--- config.mk ---
export PLATFORM = sky130hd
export DESIGN_NAME = mc_main_control_flat
export DESIGN_NICKNAME = d
export VERILOG_FILES = /design/src/rtl/mc_main_control_if.sv /design/src/rtl/mc_main_control.sv /design/src/flat_wrapper.sv
export SDC_FILE = /design/constraint.sdc
export NUM_CORES = 1
export LEC_CHECK = 0
export CORE_MARGIN = 2
export CORE_UTILIZATION = 49
export CTS_BUF_LIST = sky130_fd_sc_hd__clkbuf_16
export CTS_CLUSTER_DIAMETER = 60
export DETAILED_ROUTE_END_ITERATION = 8
export PLACE_DENSITY = 0.81
export SYNTH_ARGS = -nofsm -noshare
export SYNTH_HDL_FRONTEND = slang
export SYNTH_SLANG_ARGS = --single-unit
--- constraint.sdc ---
create_clock -name clk -period 2.3 [get_ports clk]
set_input_delay 0.69 -clock clk [delete_from_list [all_inputs] [get_ports clk]]
set_output_delay 0.69 -clock clk [all_outputs]
set_load 0.01 [all_outputs]
--- src/rtl/mc_main_control_if.sv ---
// Control/status bundle between the multicycle main control FSM (master)
// and the datapath/memory side (slave).
interface mc_main_control_if;
  logic [5:0] op;
  logic       mem_ready;
  logic       pcwrite;
  logic       pcwritecond;
  logic       iord;
  logic       memread;
  logic       memwrite;
  logic       irwrite;
  logic [1:0] memtoreg;
  logic [1:0] regdst;
  logic       regwrite;
  logic       alusrca;
  logic [1:0] alusrcb;
  logic [1:0] pcsource;
  logic       aluop1;
  logic       aluop0;
  logic [1:0] funct_sel;
  logic       illegal_op;
  logic       bus_err;
  logic [3:0] state;

  modport master (
    input  op, mem_ready,
    output pcwrite, pcwritecond, iord, memread, memwrite, irwrite,
           memtoreg, regdst, regwrite, alusrca, alusrcb, pcsource,
           aluop1, aluop0, funct_sel, illegal_op, bus_err, state
  );

  modport slave (
    output op, mem_ready,
    input  pcwrite, pcwritecond, iord, memread, memwrite, irwrite,
           memtoreg, regdst, regwrite, alusrca, alusrcb, pcsource,
           aluop1, aluop0, funct_sel, illegal_op, bus_err, state
  );
endinterface

--- src/rtl/mc_main_control.sv ---
// Multicycle MIPS main control FSM with memory-ready stall and timeout abort.
module mc_main_control #(
  parameter int BUS_TIMEOUT = 255
) (
  input logic             clk,
  input logic             rst_n,
  mc_main_control_if.master bus
);
  typedef enum logic [3:0] {
    FETCH = 4'd0, DECODE = 4'd1, MEMADR = 4'd2, MEMRD = 4'd3, MEMWB = 4'd4,
    MEMWR = 4'd5, REXEC = 4'd6, RWB = 4'd7, BRANCH = 4'd8, IEXEC = 4'd9,
    IWB = 4'd10, JUMP = 4'd11, JAL = 4'd12
  } state_t;

  localparam logic [5:0] OP_R = 6'b000000, OP_REGIMM = 6'b000001, OP_J = 6'b000010,
                         OP_JAL = 6'b000011, OP_BEQ = 6'b000100, OP_BNE = 6'b000101,
                         OP_BLEZ = 6'b000110, OP_BGTZ = 6'b000111, OP_ADDI = 6'b001000,
                         OP_ANDI = 6'b001100, OP_ORI = 6'b001101, OP_LW = 6'b100011,
                         OP_SW = 6'b101011;
  localparam logic [7:0] TO_LAST = 8'((BUS_TIMEOUT > 0) ? BUS_TIMEOUT - 1 : 0);

  state_t     st, nxt;
  logic [5:0] op_q;
  logic [7:0] wcnt;
  logic       wait_st, timeout, ill;

  assign wait_st = (st == FETCH) || (st == MEMRD) || (st == MEMWR);
  assign timeout = (BUS_TIMEOUT != 0) && wait_st && !bus.mem_ready && (wcnt == TO_LAST);

  // State, latched opcode and wait counter
  always_ff @(posedge clk or negedge rst_n) begin
    if (!rst_n) begin
      st   <= FETCH;
      op_q <= '0;
      wcnt <= '0;
    end else begin
      st <= nxt;
      if (st == DECODE) op_q <= bus.op;
      if (!wait_st || bus.mem_ready || timeout || nxt != st) wcnt <= '0;
      else if (wcnt != 8'hff)                                wcnt <= wcnt + 8'd1;
    end
  end

  always_comb begin
    nxt = FETCH;
    ill = 1'b0;
    case (st)
      FETCH:  nxt = bus.mem_ready ? DECODE : FETCH;
      DECODE: begin
        case (bus.op)
          OP_LW, OP_SW:                                 nxt = MEMADR;
          OP_R:                                         nxt = REXEC;
          OP_BEQ, OP_BNE, OP_BLEZ, OP_BGTZ, OP_REGIMM:  nxt = BRANCH;
          OP_ADDI, OP_ANDI, OP_ORI:                     nxt = IEXEC;
          OP_J:                                         nxt = JUMP;
          OP_JAL:                                       nxt = JAL;
          default: begin
            nxt = FETCH;
            ill = 1'b1;
          end
        endcase
      end
      MEMADR: nxt = (op_q == OP_LW) ? MEMRD : MEMWR;
      MEMRD:  nxt = bus.mem_ready ? MEMWB : MEMRD;
      MEMWR:  nxt = bus.mem_ready ? FETCH : MEMWR;
      REXEC:  nxt = RWB;
      IEXEC:  nxt = IWB;
      default: nxt = FETCH;
    endcase
    if (timeout) nxt = FETCH;
  end

  logic       pcw, pcwc, iord, mrd, mwr, irw, rw, asa, aop1, aop0;
  logic [1:0] mtr, rdst, asb, pcs, fsel;

  always_comb begin
    {pcw, pcwc, iord, mrd, mwr, irw, rw, asa, aop1, aop0} = '0;
    {mtr, rdst, asb, pcs, fsel} = '0;
    case (st)
      FETCH: begin
        mrd = 1'b1; asb = 2'b01; fsel = 2'b10;
        irw = bus.mem_ready; pcw = bus.mem_ready;
      end
      DECODE: begin asb = 2'b11; fsel = 2'b10; end
      MEMADR: begin asa = 1'b1; asb = 2'b10; fsel = 2'b10; end
      MEMRD:  begin mrd = 1'b1; iord = 1'b1; end
      MEMWB:  begin rw = 1'b1; mtr = 2'b01; end
      MEMWR:  begin mwr = 1'b1; iord = 1'b1; end
      REXEC:  begin asa = 1'b1; aop1 = 1'b1; end
      RWB:    begin rw = 1'b1; rdst = 2'b01; end
      BRANCH: begin
        asa = 1'b1; pcwc = 1'b1; pcs = 2'b01;
        if (op_q == OP_BEQ) aop0 = 1'b1;
        else                fsel = 2'b01;
      end
      IEXEC:  begin asa = 1'b1; asb = 2'b10; fsel = 2'b01; end
      IWB:    rw = 1'b1;
      JUMP:   begin pcw = 1'b1; pcs = 2'b10; end
      JAL: begin
        pcw = 1'b1; pcs = 2'b10; rw = 1'b1; rdst = 2'b10; mtr = 2'b10;
      end
      default: ;
    endcase
  end

  // Write enables and pulses are gated by rst_n so nothing commits once reset falls
  assign bus.pcwrite     = pcw  & rst_n;
  assign bus.pcwritecond = pcwc & rst_n;
  assign bus.irwrite     = irw  & rst_n;
  assign bus.memwrite    = mwr  & rst_n;
  assign bus.regwrite    = rw   & rst_n;
  assign bus.illegal_op  = ill  & rst_n;
  assign bus.bus_err     = timeout & rst_n;
  assign bus.iord        = iord;
  assign bus.memread     = mrd;
  assign bus.memtoreg    = mtr;
  assign bus.regdst      = rdst;
  assign bus.alusrca     = asa;
  assign bus.alusrcb     = asb;
  assign bus.pcsource    = pcs;
  assign bus.aluop1      = aop1;
  assign bus.aluop0      = aop0;
  assign bus.funct_sel   = fsel;
  assign bus.state       = st;
endmodule

--- src/flat_wrapper.sv ---
// flat-port wrapper written by rule: the top's interface ports become plain ports
module mc_main_control_flat 
#(
  parameter int BUS_TIMEOUT = 255
)
  (clk, rst_n, bus_op, bus_mem_ready, bus_pcwrite, bus_pcwritecond, bus_iord, bus_memread, bus_memwrite, bus_irwrite, bus_memtoreg, bus_regdst, bus_regwrite, bus_alusrca, bus_alusrcb, bus_pcsource, bus_aluop1, bus_aluop0, bus_funct_sel, bus_illegal_op, bus_bus_err, bus_state);
  mc_main_control_if bus_i ();
  input logic clk;
  input logic rst_n;
  input wire logic [$bits(bus_i.op)-1:0] bus_op;
  input wire logic [$bits(bus_i.mem_ready)-1:0] bus_mem_ready;
  output wire logic [$bits(bus_i.pcwrite)-1:0] bus_pcwrite;
  output wire logic [$bits(bus_i.pcwritecond)-1:0] bus_pcwritecond;
  output wire logic [$bits(bus_i.iord)-1:0] bus_iord;
  output wire logic [$bits(bus_i.memread)-1:0] bus_memread;
  output wire logic [$bits(bus_i.memwrite)-1:0] bus_memwrite;
  output wire logic [$bits(bus_i.irwrite)-1:0] bus_irwrite;
  output wire logic [$bits(bus_i.memtoreg)-1:0] bus_memtoreg;
  output wire logic [$bits(bus_i.regdst)-1:0] bus_regdst;
  output wire logic [$bits(bus_i.regwrite)-1:0] bus_regwrite;
  output wire logic [$bits(bus_i.alusrca)-1:0] bus_alusrca;
  output wire logic [$bits(bus_i.alusrcb)-1:0] bus_alusrcb;
  output wire logic [$bits(bus_i.pcsource)-1:0] bus_pcsource;
  output wire logic [$bits(bus_i.aluop1)-1:0] bus_aluop1;
  output wire logic [$bits(bus_i.aluop0)-1:0] bus_aluop0;
  output wire logic [$bits(bus_i.funct_sel)-1:0] bus_funct_sel;
  output wire logic [$bits(bus_i.illegal_op)-1:0] bus_illegal_op;
  output wire logic [$bits(bus_i.bus_err)-1:0] bus_bus_err;
  output wire logic [$bits(bus_i.state)-1:0] bus_state;
  assign bus_i.op = bus_op;
  assign bus_i.mem_ready = bus_mem_ready;
  assign bus_pcwrite = bus_i.pcwrite;
  assign bus_pcwritecond = bus_i.pcwritecond;
  assign bus_iord = bus_i.iord;
  assign bus_memread = bus_i.memread;
  assign bus_memwrite = bus_i.memwrite;
  assign bus_irwrite = bus_i.irwrite;
  assign bus_memtoreg = bus_i.memtoreg;
  assign bus_regdst = bus_i.regdst;
  assign bus_regwrite = bus_i.regwrite;
  assign bus_alusrca = bus_i.alusrca;
  assign bus_alusrcb = bus_i.alusrcb;
  assign bus_pcsource = bus_i.pcsource;
  assign bus_aluop1 = bus_i.aluop1;
  assign bus_aluop0 = bus_i.aluop0;
  assign bus_funct_sel = bus_i.funct_sel;
  assign bus_illegal_op = bus_i.illegal_op;
  assign bus_bus_err = bus_i.bus_err;
  assign bus_state = bus_i.state;
  mc_main_control #(.BUS_TIMEOUT(BUS_TIMEOUT)) u_core (.clk(clk), .rst_n(rst_n), .bus(bus_i));
endmodule
* Word level (Yosys, flattened, before mapping) *
Cells that the tools add are included.

word-level totals
  latch bits = 0
  bits in writable memories = 0
  ROM bits = 0
  word-level logic and storage cells = 91
  flip-flop bits (word level) = 18
  input bits = 9
  memories kept = 0

cells by class
  bitwise logic cells = 7
  order comparisons = 0
  $mul = 0
  reduce and logical (&&, ||, !) cells = 23
  add/subtract/negate cells = 1
  equal/unequal tests = 29
  div/mod/pow operators = 0
  muxes and demuxes = 28
  shifts and indexed selects = 0

operators by type and width
  operator                                        count
  == test 6 x 3 -> 1 bit (second input constant)  5
  one-hot mux 4 bit (7 select lines)              1
  one-hot mux 4 bit (6 select lines)              1
  == test 4 bit (second input constant)           5
  == test 6 x 4 -> 1 bit (second input constant)  3
  == test 6 bit (second input constant)           3
  == test 4 x 3 -> 1 bit (second input constant)  4
  2-to-1 mux 8 bit                                2
  2-to-1 mux 1 bit                                14
  OR reduction 13 bit                             1
  == test 6 x 2 -> 1 bit (second input constant)  2
  one-hot mux 2 bit (2 select lines)              3
  one-hot mux 2 bit (3 select lines)              2
  OR reduction 2 bit                              5
  2-to-1 mux 3 bit                                3
  adder 8 x 1 -> 8 bit (second input constant)    1
  == test 4 x 2 -> 1 bit (second input constant)  2
  == test 8 bit (second input constant)           1
  inequality test 8 bit (second input constant)   1
  OR reduction 4 bit                              2
  AND 1 bit                                       7
  == test 6 x 1 -> 1 bit (second input constant)  1
  logical NOT 6 bit                               1
  OR reduction 3 bit                              2
  other kinds (10)                                16

* Logic depth before layout (Yosys ltp) *
  depth after elaboration = 9
  mapped depth = 6

* Least setup slack after synthesis *
Ideal clock, no wire load.

  path kind = input -> output
  from = input port bus_op[0]
  to = output port bus_illegal_op
  slack = 0.039 ns
  buffers on the path = 1
  cell stages on the path = 5
  required time = 1.610 ns
  arrival = 1.571 ns
  path through = buf_6 -> nor2b_1 -> o21a_1 -> a2111oi_2 -> nor2_1

on the way
  word-level cells in the longest chain between the ends = 5
  elaborated cells between the ends (all ways) = 17
  classes of those cells = eq/ne: 12; mux: 2; bitwise: 1; reduce/logical: 2

ends and longest elaborated chain
  what                                         RTL line                source
  start, declared                              flat_wrapper.sv:10      input wire logic [$bits(bus_i.op)-1:0] bus_op;
  == test 6 bit, or another cell as far along  mc_main_control.sv:50   case (bus.op)
  OR reduction 13 bit (no line) *              -
  2-to-1 mux 1 bit *                           mc_main_control.sv:50
  2-to-1 mux 1 bit *                           mc_main_control.sv:47   case (st)
  AND 1 bit *                                  mc_main_control.sv:112  assign bus.illegal_op = ill & rst_n;
  end, declared                                flat_wrapper.sv:27      output wire logic [$bits(bus_i.illegal_op)-1:0] bus_illegal_op;

Every way passes the cells marked *; elsewhere a longest branch is shown, timed or not.

* Worst setup path in the final report *
  from = input port bus_op[1]
  to = output port bus_illegal_op

Same word-level chain as after synthesis.

==> run_results.csv <==
group,metric,value,unit
critical_path,arrival,1.60,ns
sta,rsz0062_at_grt,"true",
pwr,swShare,39.1,%
sta,finalMaxSlewViolations,0,
sta,relSlewSlack,66.9,%
route,drt-initial-drc-count,77,
synth,yosysUniqueCellTypes,52,
clock_network,clk_pin_slew,0.05,ns
place,pre_cts_ws,-0.813,ns
global_routing,grt_max_degree,20,
pwr,combPwrFrac,58.1,%
finish,drive_gt1_share,39.7,%
pwr,fin_total_pwr,0.00203,W
critical_path,reg2reg_from,"u_core.bus.state[3]$_DFF_PN0_",
hold_path,hold_class,"register to register",
critical_path,worstPathRequired,1.61,ns
place,dp_hpwl,3050,um
synth,synth_cells,158,
global_routing,grt_usage,27.4,%
hold_path,hp-start,"u_core.op_q[2]$_DFFE_PN0P_",
critical_path,reg2reg_depth,7,
global_routing,antenna_found_initial,0,
global_routing,grt_pass1_wl,7090,um
hold_path,min_delay_path_depth,1,
clock_network,cts-hold-fix-buffers,0,
die,die_y,57.7,um
pwr,sequentialPowerShare,24.5,%
sta,setup_slack,0.00501,ns
synth,synth-seq-cells,18,
finish,area_growth,47.3,%
finish,antenna_cells,0,
synth,synth_flop_cell,"dfrtp_1",
sta,tightest_slew,0.490,ns
clock_network,insertion_delay,0.25,ns
global_routing,grt_overflow,0,
sta,hold_viol_final,0,
pwr,power.switching,0.000792,W
route,post_drt_wl_per_cell,17.3,um
clock_network,cts_sinks,18,
finish,layout_commonest_cell,"buf_4",
pwr,ir_drop,0.846,mV
place,finalWeightedCongestion,0.911,
pwr,internal-power,0.00124,W
synth,syn_area_per_cell,8.95,um2
synth,postSynthNetCount,169,
die,rows,19,
synth,yosysWarnings,0,
critical_path,cp-start-kind,"primary input",
pwr,clkPwrFrac,17.4,%
clock_network,cts_max_level,1,
job,maxCapViolations,0,
hold_path,min_to,"u_core.op_q[2]$_DFFE_PN0P_",
sta,fmax,436,MHz
sta,setup_viol,0,
route,postRouteAntennaNets,0,
clock_network,root_buffer,"clkbuf_16",
critical_path,critical_path_class,"primary input to output pin",
finish,layout_common_cells,"38 x buf_4, 20 x nor2_1, 18 x dfrtp_1, 10 x dlygate4sd2_1, 9 x clkbuf_2",
pwr,p_leak,0.976,nW
place,port_buffers,34,
route,viasPerCell,5.93,
clock_network,clockBufferDepth,2,
clock_network,cts_made_buffers,3,
sta,finalClockSkew,0.00254,ns
die,die_area,3330,um2
outcome,status,"completed",
die,start_util,51.3,%
finish,finalNetCount,236,
pwr,p_per_area,974,nW/um2
critical_path,reg2reg_slack,0.45,ns
synth,synth_area,1410,um2
critical_path,worstSetupEndpointType,"output pin",
synth,yosysSeqAreaShare,31.9,%
sta,finalSetupTns,0,ns
die,io_pins,35,
route,drtPass1Iterations,5,
global_routing,grt_pass1_vias,1505,
synth,synth-edff-count,0,
critical_path,worst-path-max-fanout,5,
route,drt-total-wl,4410,um
die,die_w,57.7,um
sta,fin_crit_sh,99.8,%
critical_path,r2r_end,"u_core.wcnt[1]$_DFFE_PN0P_",
clock_network,cts_tree,"done",
sta,finalCriticalPeriod,2.29,ns
synth,async_flop_share,100,%
route,drcViolationCount,0,
route,num_vias,1513,
die,core,2760,um2
[synthesized netlist by cell type (all sizes together), types with 3 or more instances]
library cell   n  area, um2
a21oi          9       45.0
a31oi          5       31.3
and3           4       25.0
buf            9       77.6
clkbuf         4       15.0
dfrtp         18        450
inv            3       11.3
mux2           7       78.8
nand2          8       30.0
nand2b         5       31.3
nand3          3       15.0
nor2          22       90.1
nor2b          4       25.0
nor3           7       45.0
nor4b          3       41.3
o21ai          4       20.0
or2            3       18.8
xnor2          5       51.3
[registers in the layout (all words and copies together), names as in the netlist]
signal            cells
u_core.bus.state      4
u_core.op_q           6
u_core.wcnt           8
[power by group through the flow]
stage,registers (W),clock network [W],logic [W]
5_1_grt,0.000505,0.000365,0.00125
3_3_place_gp,0.000481,0,0.00110
6_report,0.000497,0.000353,0.00118
2_1_floorplan,0.000502,0,0.000623
3_5_place_dp,0.000491,0,0.00113
4_1_cts,0.000492,0.000353,0.00112
[worst max-delay path by stage]
stage | slack (ns) | to | depth (start not counted) | start
final | 0.005 | bus_illegal_op | 6 | bus_op[1]
after global routing | -0.11 | bus_illegal_op | 6 | bus_op[1]
after CTS | -0.18 | bus_illegal_op | 6 | bus_op[5]
after detailed placement | -0.81 | bus_illegal_op | 6 | bus_op[0]
after global placement | -0.78 | bus_illegal_op | 6 | bus_op[0]
after floorplan | 0.04 | bus_illegal_op | 5 | bus_op[0]
[cell type report]
type / instances / area (um2)
multi-input combinational: 124 / 927
fill: 188 / 676
timing repair buffer: 75 / 576
sequential: 18 / 450
clock buffer: 3 / 75.1
tap: 31 / 38.8
inverter: 3 / 11.3
clock inverter: 1 / 3.75
[worst max-delay path, cell delays in order]
cell      delay (ns)
buf_2           0.13
nor4_2          0.26
a31oi_1         0.09
o311ai_2        0.23
nor2_1          0.06
buf_2           0.14
[logic make-up after synthesis]
family	count (synthesis)	synth area share, %
flip-flops	18	31.9
adder cells (fa/ha/maj)	2	1.77
AND/OR/NAND/NOR	74	31.4
buffers and inverters	16	7.34
AO/OA/AOI/OAI	33	16.4
XOR/XNOR	6	4.25
multiplexers	9	6.99
[routing by layer]
layer	share of wire (%)	wire length, um	vias to the layer above	global-route usage [%]
met5	0	0	-	0
met4	2.2	98	0	9.63
met2	52	2290	90	49.4
li1	-	-	703	-
met1	38	1680	710	33.9
met3	7.8	343	10	2.90
[stage by stage]
stage | instance area, um2 | utilization, % | std cells | hold WS [ns]
after global placement | 1980 | 71.7 | 247 | 0.514
final | 2080 | 75.5 | 255 | 0.529
after global routing | 2080 | 75.5 | 255 | 0.568
after detailed placement | 1980 | 71.7 | 247 | 0.522
after CTS | 2080 | 75.3 | 252 | 0.533
after floorplan | 1410 | - | 158 | 0.394
[what timing repair did]
item,CTS,global route
pin swaps,4,9
setup endpoints to repair,22,12
setup buffers,1,3
gates resized for setup,59,30
(Power assumes the default switching activity.)
